<file path="config.mk">
export PLATFORM = sky130hd
export DESIGN_NAME = mbf_mac_sched
export DESIGN_NICKNAME = d
export VERILOG_FILES = /design/src/rtl/mbf_pkg.sv /design/src/rtl/mbf_mac.sv /design/src/rtl/mbf_mac_sched.sv
export SDC_FILE = /design/constraint.sdc
export NUM_CORES = 1
export LEC_CHECK = 0
export ABC_AREA = 1
export BUFFER_PORTS_ARGS = -buffer_cell sky130_fd_sc_hd__buf_2
export CORE_MARGIN = 5
export CORE_UTILIZATION = 42
export DETAILED_ROUTE_END_ITERATION = 12
export GPL_TIMING_DRIVEN = 1
export PLACE_DENSITY = 0.62
export SYNTH_ARGS = -nofsm -noshare
export SYNTH_HDL_FRONTEND = slang
export SYNTH_SLANG_ARGS = --single-unit
</file>
<file path="constraint.sdc">
create_clock -name clk -period 7.9 [get_ports clk]
set_input_delay 0 -clock clk [delete_from_list [all_inputs] [get_ports clk]]
set_output_delay 0 -clock clk [all_outputs]
set_load 0.05 [all_outputs]
</file>
<file path="src/rtl/mbf_pkg.sv">
// rtl/mbf_pkg.sv - shared constants, coefficients and helpers for the time-multiplexed FIR MAC
package mbf_pkg;

    localparam int DATA_W  = 8;
    localparam int ACC_W   = 20;
    localparam int TAPS    = 16;
    localparam int IDX_W   = 4;
    localparam int RND_MSB = 16;

    typedef enum logic [1:0] {
        IDLE,
        MAC_L,
        MAC_H
    } state_t;

    localparam logic signed [ACC_W-1:0] LOW_COEFF [0:TAPS-1] = '{
        -20'sd1,   -20'sd2,   20'sd4,    20'sd12,
        -20'sd24,  -20'sd40,  20'sd80,   20'sd256,
        20'sd256,  20'sd80,   -20'sd40,  -20'sd24,
        20'sd12,   20'sd4,    -20'sd2,   -20'sd1
    };

    // High-pass bank is the low-pass set with every odd tap negated.
    function automatic logic signed [ACC_W-1:0] tap_coeff(
        input logic             high,
        input logic [IDX_W-1:0] idx
    );
        logic signed [ACC_W-1:0] c;
        c = LOW_COEFF[idx];
        if (high && idx[0]) begin
            c = -c;
        end
        return c;
    endfunction

    function automatic logic [DATA_W-1:0] round_out(input logic [RND_MSB:0] a);
        return a[RND_MSB:RND_MSB-DATA_W+1] + {{(DATA_W-1){1'b0}}, a[RND_MSB-DATA_W]};
    endfunction

endpackage

</file>
<file path="src/rtl/mbf_mac.sv">
// rtl/mbf_mac.sv - combinational coefficient select, multiply and accumulate step
module mbf_mac
    import mbf_pkg::*;
(
    input  logic                    bank,
    input  logic [IDX_W-1:0]        idx,
    input  logic signed [ACC_W-1:0] sample,
    input  logic [ACC_W-1:0]        acc,
    output logic [ACC_W-1:0]        acc_next
);

    logic signed [ACC_W-1:0] coeff;
    logic signed [ACC_W-1:0] product;

    // Product keeps only ACC_W bits, so the accumulator wraps modulo 2^ACC_W.
    always_comb begin
        coeff    = tap_coeff(bank, idx);
        product  = coeff * sample;
        acc_next = acc + product;
    end

endmodule

</file>
<file path="src/rtl/mbf_mac_sched.sv">
// rtl/mbf_mac_sched.sv - low/high-pass FIR pair sharing one MAC, 16 cycles per bank per sample
module mbf_mac_sched
    import mbf_pkg::*;
(
    input  logic              clk,
    input  logic              reset,
    input  logic              in_valid,
    input  logic [DATA_W-1:0] in_data,
    output logic              in_ready,
    input  logic              clr,
    output logic [DATA_W-1:0] y,
    output logic              y_valid,
    output logic [DATA_W-1:0] z,
    output logic              z_valid,
    output logic              busy
);

    state_t                  state;
    state_t                  state_next;
    logic signed [ACC_W-1:0] hist [0:TAPS-1];
    logic [ACC_W-1:0]        acc;
    logic [ACC_W-1:0]        acc_next;
    logic [IDX_W-1:0]        idx;
    logic                    accept;
    logic                    last_tap;

    assign in_ready = (state == IDLE);
    assign busy     = !in_ready;
    assign accept   = in_valid && in_ready;
    assign last_tap = (idx == IDX_W'(TAPS - 1));

    mbf_mac u_mac (
        .bank     (state == MAC_H),
        .idx      (idx),
        .sample   (hist[idx]),
        .acc      (acc),
        .acc_next (acc_next)
    );

    always_ff @(posedge clk or negedge reset) begin
        if (!reset) begin
            state <= IDLE;
        end else begin
            state <= state_next;
        end
    end

    always_comb begin
        state_next = state;
        case (state)
            IDLE:    if (accept)   state_next = MAC_L;
            MAC_L:   if (last_tap) state_next = MAC_H;
            MAC_H:   if (last_tap) state_next = IDLE;
            default: state_next = IDLE;
        endcase
    end

    always_ff @(posedge clk or negedge reset) begin
        if (!reset) begin
            for (int k = 0; k < TAPS; k++) begin
                hist[k] <= '0;
            end
            acc     <= '0;
            idx     <= '0;
            y       <= '0;
            z       <= '0;
            y_valid <= 1'b0;
            z_valid <= 1'b0;
        end else begin
            y_valid <= 1'b0;
            z_valid <= 1'b0;
            case (state)
                IDLE: begin
                    if (accept) begin
                        for (int k = TAPS - 1; k > 0; k--) begin
                            hist[k] <= hist[k-1];
                        end
                        hist[0] <= {{(ACC_W-DATA_W){in_data[DATA_W-1]}}, in_data};
                        acc     <= '0;
                        idx     <= '0;
                    end else if (clr) begin
                        for (int k = 0; k < TAPS; k++) begin
                            hist[k] <= '0;
                        end
                    end
                end
                MAC_L: begin
                    if (last_tap) begin
                        y       <= round_out(acc_next[RND_MSB:0]);
                        y_valid <= 1'b1;
                        acc     <= '0;
                        idx     <= '0;
                    end else begin
                        acc <= acc_next;
                        idx <= idx + 1'b1;
                    end
                end
                MAC_H: begin
                    if (last_tap) begin
                        z       <= round_out(acc_next[RND_MSB:0]);
                        z_valid <= 1'b1;
                        acc     <= '0;
                        idx     <= '0;
                    end else begin
                        acc <= acc_next;
                        idx <= idx + 1'b1;
                    end
                end
                default: begin
                    acc <= '0;
                    idx <= '0;
                end
            endcase
        end
    end

endmodule

</file>
==> flow_metrics.env <==
export IMPL_synth_cell_types=42
export IMPL_diodes=0
export IMPL_finalSetupViolations=0
export IMPL_min_to="hist[318]"
export IMPL_clkSinkCount=169
export IMPL_end_kind="register"
export IMPL_num_vias=10600
export IMPL_slew_headroom_pct=21.7
export IMPL_synthTopCellsByArea="dfrtp_1 (32%), fa_1 (16%), inv_1 (10%)"
export IMPL_cts_buffers=17
export IMPL_insertion_delay_ns=0.44
export IMPL_critPathMaxFanout=8
export IMPL_via_per_inst=5.11
export IMPL_dp_hpwl_mm=25.2
export IMPL_tritoncts="yes"
export IMPL_worstReg2RegEnd="z[5]"
export IMPL_grt_max_degree=114
export IMPL_hold_viol=0
export IMPL_yosys_area_top_type_share_pct=32.0
export IMPL_critical_path_class="reg2reg"
export IMPL_finalCriticalPeriod_ns=7.60
export IMPL_max_slew_worst_pin_slew_ns=1.17
export IMPL_period_share_pct=96.2
export IMPL_die_h_um=187
export IMPL_ios=32
export IMPL_routed_top_layer="met4"
export IMPL_path_clk_slew_ns=0.07
export IMPL_start_util_pct=42.2
export IMPL_final_setup_worst_slack_ns=0.297
export IMPL_grt_overflow=0
export IMPL_synth_edf_count=0
export IMPL_first_iter_violations=849
export IMPL_hold_slack_ns=0.00629
export IMPL_pre_cts_ws_ns=0.161
export IMPL_critPathArrivalTime_ns=7.89
export IMPL_final_common_cell="inv_1"
export IMPL_cp_slowest_cell="fa_1"
export IMPL_num_nets_final=1869
export IMPL_io_buffers=31
export IMPL_tns_ns=0
export IMPL_wl_per_cell_um=16.3
export IMPL_core_um2=31300
export IMPL_synth_top_cell_by_area="dfrtp_1"
export IMPL_start_kind="register"
export IMPL_dpl_cell_count=2029
export IMPL_ys_seq_area_share_pct=32.0
export IMPL_syn_num_nets=1813
export IMPL_route_met2_wl_mm=16.3
export IMPL_drive_above_1_share_pct=13.5
export IMPL_cts_path_max_buffers=2
export IMPL_die_x_um=187
export IMPL_firstDrtPassIters=7
export IMPL_ant_nets=0
export IMPL_grtUsageTotal_pct=19.9
export IMPL_fin_cells=2082
export IMPL_htree_levels=4
export IMPL_synthFlopType="dfrtp_1"
export IMPL_hold_start="in_valid"
export IMPL_synth_seq_cells=169
export IMPL_fill_cells=3014
export IMPL_drc=0
export IMPL_cts_root_buf="clkbuf_16"
export IMPL_rsz0062_at_grt="true"
export IMPL_syn_area_um2=13200
export IMPL_syn2layout_area_growth_pct=13.1
export IMPL_ff2ff_path_depth=37
export IMPL_synthArstFlopShare_pct=100
export IMPL_clock_skew_ns=0.0138
export IMPL_r2r_slack_ns=0.30
export IMPL_die_area_um2=35100
export IMPL_rows=65
export IMPL_outcome="completed"
export IMPL_r2r_start="idx[1]"
export IMPL_cp_slowest_stage_delay_ns=0.56
export IMPL_required_ns=8.19
export IMPL_hold_class="in2reg"
export IMPL_whs_path_depth=3
export IMPL_avgSynthCellArea_um2=8.20
export IMPL_routabilityCongestion=0.901
export IMPL_met1Wirelength_mm=15.8
export IMPL_grt_pass1_wl_mm=56.8
export IMPL_drv_slew=0
export IMPL_first_global_vias=10800
export IMPL_dr_wl_met3_mm=1.34
export IMPL_yosys_warnings=0
export IMPL_netlist_instances=1611
export IMPL_fmax_mhz=132
export IMPL_final_cell_mix="inv_1 (352), nand2_1 (271), dfrtp_1 (166)"
export IMPL_antenna_found_initial=0
export IMPL_critPathLaunch="idx[1]"
export IMPL_wl_mm=33.9
export IMPL_maxCapViolations=0
-- logic make-up (layout without fill, tap and decap cells) --
logic type	Yosys count	in the layout	share of synthesized area, %
compound gates	261	261	11.5
xor+xnor	28	28	1.86
simple gates	528	528	17.8
fa+ha+maj	190	190	23.9
buf+inv	435	504	13.0
flops	169	169	32.0
-- flip-flops by register name (all words and copies together) (netlist names) --
register	flops
state	2
hist	128
z_valid	1
idx	4
y	8
acc	17
z	8
y_valid	1
-- worst max-delay path, delay by kind of cell, from the launching register on --
kind	cells	cell delay (ns)
fa+ha+maj	9	3.36
flops	1	0.48
xor+xnor	2	0.48
compound gates	6	0.98
buf+inv	11	0.97
simple gates	9	1.18
-- layer usage --
layer	global-route usage (%)	vias up
met5	0	-
met4	4.38	0
met3	3.19	33
met2	33.2	229
met1	27.6	5191
li1	-	5194
-- layout make-up --
class	instances	area (um2)	area share, %
clock buffers	21	460	3.08
clock inverters	11	134	0.896
inverters	367	1390	9.28
multi-input cells	1007	7480	50.1
flip-flops and latches	169	4230	28.3
well taps	402	503	3.37
repair buffers	105	743	4.98
-- synth_stat cells, drive strengths merged, types with 3 or more instances --
master	n
clkinv	3
nor2	92
a21oi	28
fa	103
ha	87
o211ai	11
dfrtp	169
nand4	20
nand2	303
nand3	93
inv	364
buf	29
clkbuf	39
o22ai	119
xnor2	13
o21ai	95
xor2	15
or2	14
-- through the flow --
stage | area, um2 | utilization [%]
global route | 14900 | 47.7
finish | 14900 | 47.7
floorplan | 13200 | -
detailed placement | 13900 | 44.5
CTS | 14600 | 46.7
global placement | 13900 | 44.5
-- how the worst max path moves through the flow --
stage	end	slack, ns
3_3_place_gp	y[5]	0.25
2_1_floorplan	y[7]	0.30
3_5_place_dp	y[7]	0.16
5_1_grt	z[5]	-0.16
6_report	z[5]	0.30
4_1_cts	y[7]	0.10
-- what timing repair did --
action                     in CTS  in global routing
hold endpoints to repair       95                  0
buffers inserted                0                 12
hold buffers                    9                  0
setup endpoints to repair       0                 14
gates resized for setup         0                 50
Power is not shown: default switching activity piles up to over one toggle a cycle in this logic, so the estimate is an artifact.
